## src/rtl/mem_arb_pkg.sv

```systemverilog
// ---------------------------------------------------------------------------
// mem_arb_pkg
// Shared definitions for the external-RAM arbiter: FSM state encoding,
// requester count, requester index constants and a one-hot decode helper.
// ---------------------------------------------------------------------------
package mem_arb_pkg;

  localparam int NUM_REQ   = 4;
  localparam int REQ_VGA   = 0;
  localparam int REQ_AUDIO = 1;
  localparam int REQ_IO    = 2;
  localparam int REQ_CORE  = 3;

  typedef enum logic [1:0] {
    IDLE    = 2'd0,
    SETUP   = 2'd1,
    ACCESS  = 2'd2,
    RECOVER = 2'd3
  } state_e;

  // Index of the set bit of a one-hot requester vector (0 when empty).
  function automatic logic [1:0] onehot_to_idx(input logic [NUM_REQ-1:0] oh);
    logic [1:0] idx;
    idx = 2'd0;
    for (int i = 0; i < NUM_REQ; i++) begin
      if (oh[i]) idx = 2'(i);
    end
    return idx;
  endfunction

endpackage

```

## src/rtl/arb_picker.sv

```systemverilog
// ---------------------------------------------------------------------------
// arb_picker
// Combinational winner selection. Searches the request vector starting at
// 'pointer' and wrapping modulo NUM_REQ; the first set request wins.
// With pointer tied to 0 this is fixed priority 0 > 1 > 2 > 3.
// Ports:
//   req     in  NUM_REQ  request vector
//   pointer in  2        search start index
//   winner  out NUM_REQ  one-hot winner (all zero when no request)
// ---------------------------------------------------------------------------
module arb_picker
  import mem_arb_pkg::*;
(
  input  logic [NUM_REQ-1:0] req,
  input  logic [1:0]         pointer,
  output logic [NUM_REQ-1:0] winner
);

  logic       found;
  logic [1:0] idx;

  always_comb begin
    winner = '0;
    found  = 1'b0;
    idx    = 2'd0;
    for (int i = 0; i < NUM_REQ; i++) begin
      idx = pointer + 2'(i);  // wraps naturally in 2 bits
      if (!found && req[idx]) begin
        winner[idx] = 1'b1;
        found       = 1'b1;
      end
    end
  end

endmodule

```

## src/rtl/mem_arbiter.sv

```systemverilog
// ---------------------------------------------------------------------------
// mem_arbiter
// Four-requester arbiter for an asynchronous external RAM. Each access runs
// IDLE -> SETUP (1 cycle, address strobe) -> ACCESS (ACCESS_CYCLES cycles)
// -> RECOVER (1 cycle, done pulse) -> IDLE. All RAM strobes are registered.
//
// Build option: define MEM_ARB_ROUND_ROBIN_EN for round-robin arbitration;
// otherwise fixed priority VGA > audio > IO > core with no pointer register.
//
// Ports:
//   clk, rst_n           clock, asynchronous active-low reset
//   req, we              per-requester request / write enable (0 VGA..3 core)
//   addr, wdata          packed per-requester address / write data
//   grant                one-hot owner of the current access
//   done                 one-cycle completion pulse to the owner
//   rdata                data of the last completed read
//   mem_addr, mem_dq_o   RAM address / write data (held while idle)
//   mem_dq_oe            RAM data bus output enable
//   mem_dq_i             RAM read data
//   mem_cs_n, mem_adv_n, mem_oe_n, mem_we_n   active-low RAM strobes
// ---------------------------------------------------------------------------
module mem_arbiter
  import mem_arb_pkg::*;
#(
  parameter int ADDR_WIDTH    = 24,
  parameter int DATA_WIDTH    = 16,
  parameter int ACCESS_CYCLES = 7
) (
  input  logic                          clk,
  input  logic                          rst_n,
  input  logic [NUM_REQ-1:0]            req,
  input  logic [NUM_REQ-1:0]            we,
  input  logic [NUM_REQ*ADDR_WIDTH-1:0] addr,
  input  logic [NUM_REQ*DATA_WIDTH-1:0] wdata,
  output logic [NUM_REQ-1:0]            grant,
  output logic [NUM_REQ-1:0]            done,
  output logic [DATA_WIDTH-1:0]         rdata,
  output logic [ADDR_WIDTH-1:0]         mem_addr,
  output logic [DATA_WIDTH-1:0]         mem_dq_o,
  output logic                          mem_dq_oe,
  input  logic [DATA_WIDTH-1:0]         mem_dq_i,
  output logic                          mem_cs_n,
  output logic                          mem_adv_n,
  output logic                          mem_oe_n,
  output logic                          mem_we_n
);

  state_e                  state_q, state_d;
  logic [NUM_REQ-1:0]      grant_q, grant_d;
  logic [NUM_REQ-1:0]      done_q, done_d;
  logic                    we_q, we_d;
  logic [3:0]              cnt_q, cnt_d;
  logic [DATA_WIDTH-1:0]   rdata_q, rdata_d;
  logic [ADDR_WIDTH-1:0]   mem_addr_q, mem_addr_d;
  logic [DATA_WIDTH-1:0]   mem_dq_o_q, mem_dq_o_d;
  logic                    mem_dq_oe_q, mem_dq_oe_d;
  logic                    mem_cs_n_q, mem_cs_n_d;
  logic                    mem_adv_n_q, mem_adv_n_d;
  logic                    mem_oe_n_q, mem_oe_n_d;
  logic                    mem_we_n_q, mem_we_n_d;

  logic [NUM_REQ-1:0]      winner;
  logic [1:0]              win_idx;
  logic [1:0]              pick_ptr;

  arb_picker u_picker (
    .req     (req),
    .pointer (pick_ptr),
    .winner  (winner)
  );

  assign win_idx = onehot_to_idx(winner);

`ifdef MEM_ARB_ROUND_ROBIN_EN
  // Pointer holds the next search start: one past the last winner.
  logic [1:0] ptr_q, ptr_d;

  always_comb begin
    ptr_d = ptr_q;
    if (state_q == IDLE && |req) ptr_d = win_idx + 2'd1;
  end

  always_ff @(posedge clk or negedge rst_n) begin
    if (!rst_n) ptr_q <= 2'd0;
    else        ptr_q <= ptr_d;
  end

  assign pick_ptr = ptr_q;
`else
  assign pick_ptr = 2'd0;
`endif

  always_comb begin
    state_d     = state_q;
    grant_d     = grant_q;
    done_d      = '0;
    we_d        = we_q;
    cnt_d       = cnt_q;
    rdata_d     = rdata_q;
    mem_addr_d  = mem_addr_q;
    mem_dq_o_d  = mem_dq_o_q;
    mem_dq_oe_d = mem_dq_oe_q;
    mem_cs_n_d  = mem_cs_n_q;
    mem_adv_n_d = mem_adv_n_q;
    mem_oe_n_d  = mem_oe_n_q;
    mem_we_n_d  = mem_we_n_q;
    case (state_q)
      IDLE: begin
        if (|req) begin
          // Latch the winner's request; later input changes are ignored.
          grant_d     = winner;
          we_d        = we[win_idx];
          mem_addr_d  = addr[int'(win_idx)*ADDR_WIDTH +: ADDR_WIDTH];
          mem_dq_o_d  = wdata[int'(win_idx)*DATA_WIDTH +: DATA_WIDTH];
          mem_dq_oe_d = we[win_idx];
          mem_cs_n_d  = 1'b0;
          mem_adv_n_d = 1'b0;
          state_d     = SETUP;
        end
      end
      SETUP: begin
        mem_adv_n_d = 1'b1;
        mem_oe_n_d  = we_q;
        mem_we_n_d  = ~we_q;
        cnt_d       = 4'(ACCESS_CYCLES - 1);
        state_d     = ACCESS;
      end
      ACCESS: begin
        if (cnt_q == 4'd0) begin
          // Edge ending the last ACCESS cycle: release bus, sample read data.
          mem_cs_n_d  = 1'b1;
          mem_oe_n_d  = 1'b1;
          mem_we_n_d  = 1'b1;
          mem_dq_oe_d = 1'b0;
          done_d      = grant_q;
          if (!we_q) rdata_d = mem_dq_i;
          state_d     = RECOVER;
        end else begin
          cnt_d = cnt_q - 4'd1;
        end
      end
      RECOVER: begin
        grant_d = '0;
        state_d = IDLE;
      end
      default: state_d = IDLE;
    endcase
  end

  always_ff @(posedge clk or negedge rst_n) begin
    if (!rst_n) begin
      state_q     <= IDLE;
      grant_q     <= '0;
      done_q      <= '0;
      we_q        <= 1'b0;
      cnt_q       <= 4'd0;
      rdata_q     <= '0;
      mem_addr_q  <= '0;
      mem_dq_o_q  <= '0;
      mem_dq_oe_q <= 1'b0;
      mem_cs_n_q  <= 1'b1;
      mem_adv_n_q <= 1'b1;
      mem_oe_n_q  <= 1'b1;
      mem_we_n_q  <= 1'b1;
    end else begin
      state_q     <= state_d;
      grant_q     <= grant_d;
      done_q      <= done_d;
      we_q        <= we_d;
      cnt_q       <= cnt_d;
      rdata_q     <= rdata_d;
      mem_addr_q  <= mem_addr_d;
      mem_dq_o_q  <= mem_dq_o_d;
      mem_dq_oe_q <= mem_dq_oe_d;
      mem_cs_n_q  <= mem_cs_n_d;
      mem_adv_n_q <= mem_adv_n_d;
      mem_oe_n_q  <= mem_oe_n_d;
      mem_we_n_q  <= mem_we_n_d;
    end
  end

  assign grant     = grant_q;
  assign done      = done_q;
  assign rdata     = rdata_q;
  assign mem_addr  = mem_addr_q;
  assign mem_dq_o  = mem_dq_o_q;
  assign mem_dq_oe = mem_dq_oe_q;
  assign mem_cs_n  = mem_cs_n_q;
  assign mem_adv_n = mem_adv_n_q;
  assign mem_oe_n  = mem_oe_n_q;
  assign mem_we_n  = mem_we_n_q;

endmodule

```

## config.mk

```make
export PLATFORM = sky130hd
export DESIGN_NAME = mem_arbiter
export DESIGN_NICKNAME = d
export VERILOG_FILES = /design/src/rtl/mem_arb_pkg.sv /design/src/rtl/arb_picker.sv /design/src/rtl/mem_arbiter.sv
export SDC_FILE = /design/constraint.sdc
export NUM_CORES = 1
export LEC_CHECK = 0
export ABC_AREA = 1
export CORE_ASPECT_RATIO = 1.75
export CORE_UTILIZATION = 44
export DETAILED_ROUTE_END_ITERATION = 6
export PLACE_DENSITY = 0.93
export SLEW_MARGIN = 0
export SYNTH_ARGS = -nofsm -noshare
export SYNTH_HDL_FRONTEND = slang
export SYNTH_SLANG_ARGS = --single-unit
```

## constraint.sdc

```tcl
create_clock -name clk -period 2.3 [get_ports clk]
set_input_delay 0.23 -clock clk [delete_from_list [all_inputs] [get_ports clk]]
set_output_delay 0.23 -clock clk [all_outputs]
set_load 0.02 [all_outputs]
```

# Yosys cells after proc, flatten, opt, wreduce, memory -nomap -nowiden
# Cells that the tools add are included.
# W data, S select, Z words.
# word_totals
reg_bits,76
output_inout_bits,69
wordCells,76
# classes
add_sub_neg,1
mul,1
magnitude_cmp,1
n_eq_ne,6
n_shift,2
muxes,30
bitwise_logic,1
n_reduce_logical,21
# ops
cell,count
$shiftx A96 B8 Y24,1
$shiftx A64 B7 Y16,1
$mux W4,5
$pmux W4 S2,2
$reduce_and A2 Y1,6
$mux W1,10
$mux W2,5
$pmux W1 S2,5
$pmux W2 S4,1
$reduce_bool A2 Y1,4
$ne A2 B2 Y1 const B,3
$reduce_and A3 Y1,2
$eq A2 B2 Y1 const B,2
$logic_not A4 Y1,1
$mul A2 B2 Y4 const B,1
$reduce_or A4 Y1,1
$sub A4 B1 Y4 const B,1
$logic_and A1 B1 Y1,3
$logic_not A1 Y1,3
$lt A2 B3 Y1 const B,1
$mux W3,1
$bmux W1 S2,1
$eq A2 B1 Y1 const B,1
$logic_not A2 Y1,1
$not A1 Y1,1

# Depth between registers and ports, before layout
# Gate-level depths: netlist (run 1).
# logic_depth
ltp_word,17
mapped_depth,10
mapped_depth_nobuf,9

# By module
# A second synthesis (run 1) with hierarchy kept.
# unflattened
cells_unflattened,914
area_unflattened_um2,5441.5
# by_module_without_submodules
module,n_inst,cells_per_inst,area_each_um2
mem_arbiter,1,841,5042.3
arb_picker,1,73,399.1

# Worst setup path after synthesis (run 1)
# No wires, ideal clock.
# synth_timing
kind,reg-to-reg
start,reg state_q[0]
end,reg cnt_q[2]
setup_ns,0.121
arrival_ns,1.386
required_time_ns,2.179
path_slack_ns,0.793
path_stages_with_launch,9
path_buffers,1
cell_sequence,dfrtp_1 > inv_1 > ha_1 > clkbuf_1 > nor2_1 > inv_1 > nand2_1 > nand2_1 > a22o_1
# synth_between
elab_chain_len,3
elab_cells_between_ends,6
# synth_lines
element,line_no,source
start: declaration,mem_arbiter.sv:48,"state_e state_q, state_d;"
start signal: assignment,mem_arbiter.sv:166,state_q <= state_d;
$eq A2 B2 Y1 / $eq A2 B1 Y1 (equally long branches),mem_arbiter.sv:107,case (state_q)
$ne A2 B2 Y1 (no line) / $reduce_bool A2 Y1 (equally long branches),n/a,
$reduce_and A2 Y1 (no line),n/a,
end signal: assignment,mem_arbiter.sv:170,cnt_q <= cnt_d;
end: declaration,mem_arbiter.sv:52,"logic [3:0] cnt_q, cnt_d;"
# Several ways; a longest one is shown, not always the timed one.
# A chain may end at the register's enable or synchronous reset.

# Worst setup path after layout (run 1)
# layout_timing
start,reg state_q[0]
end,reg grant_q[0] (netlist: grant[0])
# layout_between
elab_chain_len,3
elab_cells_between_ends,6
# layout_lines
element,line_no,source
$eq A2 B2 Y1 / $logic_not A2 Y1 (equally long branches),mem_arbiter.sv:107,
$reduce_bool A2 Y1 (no line) / $ne A2 B2 Y1 (equally long branches),n/a,
$reduce_and A2 Y1 (no line),n/a,
end signal: assignment,mem_arbiter.sv:167,grant_q <= grant_d;
end: declaration,mem_arbiter.sv:49,"logic [NUM_REQ-1:0] grant_q, grant_d;"
# Several ways; a longest one is shown, not always the timed one.

==> results of run 1 <==
## final cells by class
cell class,count,area [sq um],share of cell area
Sequential cell,76,1910,0.237
Clock buffer,11,253,0.0314
Clock inverter,5,36.3,0.00451
Timing Repair Buffer,268,2710,0.337
Inverter,199,747,0.0929
Multi-Input combinational cell,505,2220,0.276
Tap cell,132,165,0.0205
## cell families after synthesis
group           Yosys count  share of synthesized area
compound gates           72                     0.0757
fa+ha+maj                 6                     0.0148
buf+inv                 239                      0.186
flops                    76                      0.376
simple gates            427                      0.347
## per-stage QoR
stage | instance area (sq um) | setup slack [ps]
finish | 8040 | 338
global placement | 7740 | 342
global route | 8040 | 163
floorplan | 5070 | 793
CTS | 8040 | 364
detailed placement | 7740 | 193
## routing by layer
| metal | GRT usage | up-vias | share of wire |
|---|---|---|---|
| met1 | 0.295 | 2616 | 0.37 |
| met4 | 0.184 | 0 | 0.051 |
| met3 | 0.0320 | 52 | 0.054 |
| li1 | - | 2893 | - |
| met2 | 0.516 | 258 | 0.53 |
| met5 | 0 | - | 0 |
## path summary, 6_finish.rpt
path / startpoint / to / slack (ps)
min reg2reg: we_q / mem_we_n / 460
min: rst_n / cnt_q[0] / 400
max in group asynchronous: rst_n / mem_dq_o[7] / 1320
max: state_q[0] / grant[0] / 340
min in group clk: mem_dq_i[5] / rdata[5] / 450
max reg2reg: state_q[0] / grant[0] / 340
## Yosys cell counts
library cell	number
a22o_1	2
a22oi_1	1
buf_1	2
buf_2	21
buf_4	6
clkbuf_1	11
dfrtp_1	72
dfstp_2	4
ha_1	6
inv_1	197
inv_2	2
nand2_1	319
nand2_2	1
nand2_4	2
nand3_1	90
nand3_4	1
nand4_1	1
nor2_1	9
nor2_4	1
nor3_1	2
o211ai_1	2
o21ai_0	35
o21ai_1	27
o21ai_2	1
o22ai_1	4
or2_2	1
## power by group through the flow
| stage | registers, uW | clock network [uW] | logic, uW |
|---|---|---|---|
| final | 2330 | 1330 | 4050 |
| after global routing | 2390 | 1400 | 4370 |
| after detailed placement | 2340 | 0 | 4020 |
| after CTS | 2330 | 1350 | 4070 |
| after floorplan | 2980 | 0 | 1410 |
| after global placement | 2310 | 0 | 3890 |
## flip-flops by register name, indices dropped and copies added (netlist names)
signal and cells:
mem_oe_n 1, we_q 1, mem_dq_o 16, state_q 2, done 4, mem_addr 24, mem_adv_n 1, mem_we_n 1
mem_dq_oe 1, cnt_q 4, rdata 16, grant 4, mem_cs_n 1
## worst max-delay path: stages (launching register included)
cell and delay, ps:
dfrtp_1 420, inv_1 150, ha_1 280, nand2_2 100, inv_2 560, nand2_1 180, o22ai_1 180
==> qor.txt, run 1 <==
=====================================================================================
Overall Power                                                                 7710 uW
Number of levels in the clock H-tree                                                3
Maximum clock skew at final layout                                            3.57 ps
Final Max Slew Viols                                                                0
Per-cell via count in the routed design                                          4.87
Final Cycle Share                                                               0.853
Gate Count Post-Synth                                                             820
Cell count after placement                                                       1179
Per-instance average area after synthesis                                  6.19 sq um
First drt pass iteration count                                                      5
Path type of the worst min-delay path                                    input port to async pin
Pin count of the biggest net entering global routing                               43
Later-pin clock latency in the skew report                                     330 ps
Max-cap violations                                                                  0
Static leakage                                                             0.00441 uW
Combinational cell fraction of total power                                      0.526
Required @ worst endpoint                                                     2540 ps
Root Buffer                                                                 clkbuf_16
Fillcell total                                                                    860
Count of hold-fix buffers inserted at cts                                           1
Slew headroom                                                                   0.494
Number of cells on the worst reg-to-reg path                                        6
Vias in the first global route                                                   5646
Synth-to-layout area growth                                                     58.4%
Number of buffers on the longest clock path                                         2
Commonest cells after routing, fill and taps aside                       nand2_1, clkdlybuf4s50_1, inv_1, nand3_1, dfrtp_1
Net count reported at finish                                                     1251
Wire length of the first global-routing pass                             26300 microns
Area fraction of the dominant cell type after synthesis                         0.355
Share of total power consumed by net switching                                  0.410
Routability cong.                                                               0.911
Total track usage                                                               0.278
Internal power summed over all cells                                          4550 uW
Initial drt markers                                                               289
TNS Setup                                                                        0 ps
Distinct cell type count after synthesis                                           26
Top fanout value on the critical path                                              42
CTS Sinks                                                                          76
I/O Pins                                                                          255
Aggregate routed wire length                                             16900 microns
Share of total power in the clock network                                       0.172
Fraction of power consumed by sequential logic                                  0.302
Status                                                                      completed
Number of setup violations in the final report                                      0
Leading cell types by total area after synthesis                         dfrtp_1, nand2_1, inv_1
Quantity of I/O buffers inserted on ports                                         254
Slew at the pin closest to its max-slew limit                                  757 ps
Routed length per instance                                               14.1 microns
Startpoint types                                                            flip-flop
Ratio of total power to cell area                                         959 nW/um^2
Share of final-layout standard cells stronger than drive strength 1            0.0404
VDD IR max                                                                   0.788 mV
Setup repair after global routing missed its margin                             false
Total core area                                                           11200 sq um
Crit path DAT                                                                 2210 ps
Final critical delay including setup and external delays                      1960 ps
Die extent in x                                                          83.2 microns
Count of inserted antenna diode cells                                               0
Mapped cell area                                                           5070 sq um
DIE AREA                                                                  12000 sq um
Count of instances resized after the clock tree is built                            0
Initial antenna violation count                                                     0
Estimated wirelength of the detail-placed design                         12700 microns
Util after Layout                                                               0.720
Most frequent standard cell in the layout excluding fill and tap cells        nand2_1
Grt total ovfl                                                                      0
Sequential element share of the synthesized area                                0.376
Upper clock frequency limit                                                 0.510 GHz
Clock transition at path regs                                                   60 ps
Starting Density                                                                0.454
TritonCTS clock tree                                                            built
Post-Synthesis Net Count                                                         1012
Number of setup buffers added after CTS                                             0
Kind of end point of the critical path                                      flip-flop
Synth Warn #                                                                        0
Residual DRC                                                                        0
Worst hold slack                                                               403 ps
Number of cell rows                                                                51
Total net switching power                                                     3160 uW
DRT antenna net count                                                               0
Y dimension of the die                                                    144 microns
Number of endpoints with negative hold slack in the final report                    0
Synthesis-stage register bit count                                                 76
Vias                                                                             5819
Number of buffers created by CTS                                                    9
Final cell count without fillers                                                 1196
Area leader, netlist                                                          dfrtp_1
Type of the worst setup path                                             flip-flop to flip-flop
=====================================================================================
Power figures use the tool's default switching activity.
==> run 2: changes to the inputs <==
- REMOVE_ABC_BUFFERS: default -> 1
- SKIP_CTS_REPAIR_TIMING: default -> 1
==> run 2 against run 1 <==
Sequential share of layout area rose by 0.096 points. Die area is the same. Via count up 0.40%.
==> qor.txt, run 2 (synthesized netlist as in run 1, its figures left out) <==
=====================================================================================
Status                                                                      completed
Required @ worst endpoint                                                     2550 ps   about the same
Grt total ovfl                                                                      0   unchanged
Final Cycle Share                                                               0.796   -0.0571
Ratio of total power to cell area                                         955 nW/um^2   -0.51%
Total core area                                                           11200 sq um   unchanged
Overall Power                                                                 7640 uW   -0.92%
Pin count of the biggest net entering global routing                               48   +12%
Count of inserted antenna diode cells                                               0   unchanged
Number of setup violations in the final report                                      0   unchanged
FF-to-FF End                                                                 grant[0]
Register area                                                              1910 sq um   unchanged
First drt pass iteration count                                                      5   unchanged
TNS Setup                                                                        0 ps   unchanged
Max-cap violations                                                                  0   unchanged
Final critical delay including setup and external delays                      1830 ps   -131 ps
Startpoint types                                                            flip-flop
Slack of the worst reg-to-reg path                                             470 ps   +130 ps
Critical register-to-register path startpoint                              state_q[0]
I/O Pins                                                                          255   unchanged
DIE AREA                                                                  12000 sq um   unchanged
Maximum clock skew at final layout                                            5.74 ps   +2.17 ps
VDD IR max                                                                   0.858 mV   +8.9%
Initial drt markers                                                               284   -1.7%
Number of endpoints with negative hold slack in the final report                    0   unchanged
Number of buffers on the longest clock path                                         2   unchanged
Type of the worst setup path                                             flip-flop to flip-flop
Root Buffer                                                                 clkbuf_16
Area occupied by multi-input gates                                         2230 sq um   +0.34%
Upper clock frequency limit                                                 0.546 GHz   +7.2%
Number of buffers created by CTS                                                    9   unchanged
Vias in the first global route                                                   5636   -0.18%
Path type of the worst min-delay path                                    input port to async pin
Fillcell total                                                                    849   -1.3%
Net count reported at finish                                                     1250   -0.080%
Vias                                                                             5842   +0.40%
TritonCTS clock tree                                                            built
Crit path DAT                                                                 2080 ps   -130 ps
Setup repair after global routing missed its margin                             false
Y dimension of the die                                                    144 microns   unchanged
Routed length per instance                                               13.6 microns   -3.3%
Aggregate routed wire length                                             16300 microns   -3.4%
Most frequent standard cell in the layout excluding fill and tap cells        nand2_1
CTS Sinks                                                                          76   unchanged
Clock transition at path regs                                                   60 ps   about the same
Share of final-layout standard cells stronger than drive strength 1            0.0386   -0.00184
Kind of end point of the critical path                                      flip-flop
Estimated wirelength of the detail-placed design                         12100 microns   -4.7%
Later-pin clock latency in the skew report                                     330 ps   about the same
Commonest cells after routing, fill and taps aside                       nand2_1, clkdlybuf4s50_1, inv_1, nand3_1, dfrtp_1
Routability cong.                                                               0.833   -8.6%
Initial antenna violation count                                                     0   unchanged
Synth-to-layout area growth                                                     57.8%
Total track usage                                                               0.268   -0.00984
Largest register FFs                                                               24   unchanged
Per-cell via count in the routed design                                          4.89   +0.48%
Wire length of the first global-routing pass                             25600 microns   -2.8%
Number of cells on the worst reg-to-reg path                                        6   unchanged
Slew headroom                                                                   0.506   +0.0120
Number of cell rows                                                                51   unchanged
Quantity of I/O buffers inserted on ports                                         254   unchanged
Top fanout value on the critical path                                              42   unchanged
Static leakage                                                             0.00439 uW   -0.25%
Number of levels in the clock H-tree                                                3   unchanged
Final Max Slew Viols                                                                0   unchanged
Starting Density                                                                0.454   unchanged
Residual DRC                                                                        0   unchanged
Slew at the pin closest to its max-slew limit                                  739 ps   -18.0 ps
Die extent in x                                                          83.2 microns   unchanged
DRT antenna net count                                                               0   unchanged
=====================================================================================
[run 2: cell count changes in the layout (fill, tap and decap cells not counted)]
| cell | before | now |
|---|---|---|
| clkbuf_1 | 0 | 1 |
| clkinvlp_4 | 3 | 2 |
| clkinv_4 | 1 | 0 |
| o21ai_4 | 0 | 1 |
| buf_12 | 5 | 3 |
| o21ai_2 | 1 | 0 |
| buf_4 | 9 | 10 |
| clkinv_2 | 1 | 2 |
[run 2: worst max-delay path, cell delays in order (launching register included)]
cell and delay [ps]:
dfrtp_1 400, inv_1 130, ha_1 270, nand2_2 100, inv_2 530, nand2_1 160
o22ai_1 150
[run 2: worst max path at each step]
stage                        endpoint  cells after the start  startpoint
final                        grant[0]                      6  state_q[0]
after global routing         grant[0]                      6  state_q[0]
after CTS                    grant[0]                      6  state_q[0]
after detailed placement  mem_addr[2]                      9      req[3]
after global placement    mem_addr[2]                      9      req[3]
after floorplan           mem_addr[0]                      6      req[2]
[run 2: routing by layer]
layer,part of all wire,GRT usage
met1,0.35,0.273
met3,0.058,0.0491
met4,0.054,0.158
met2,0.54,0.507
met5,0,0
[run 2: cell type report]
type / count / share of cell area
repair buffers: 267 / 0.334
multi-input cells: 505 / 0.278
flip-flops and latches: 76 / 0.238
inverters: 199 / 0.0933
clock buffers: 12 / 0.0320
well taps: 132 / 0.0206
clock inverters: 4 / 0.00313
[run 2: power breakdown]
| group | switching [uW] | internal (uW) | total (uW) |
|---|---|---|---|
| registers | 343 | 1980 | 2320 |
| clock network | 539 | 786 | 1320 |
| logic | 2230 | 1760 | 3990 |
| total | 3110 | 4530 | 7640 |
[run 2: stage by stage]
stage	setup slack, ps	area (sq um)	instances	hold slack [ps]	utilization
after floorplan	226	4870	780	-65.6	-
after global placement	223	7710	1178	271	0.691
after detailed placement	166	7710	1178	280	0.691
after CTS	459	8000	1194	-73.4	0.716
after global routing	264	8010	1195	483	0.717
final	469	8010	1195	456	0.717
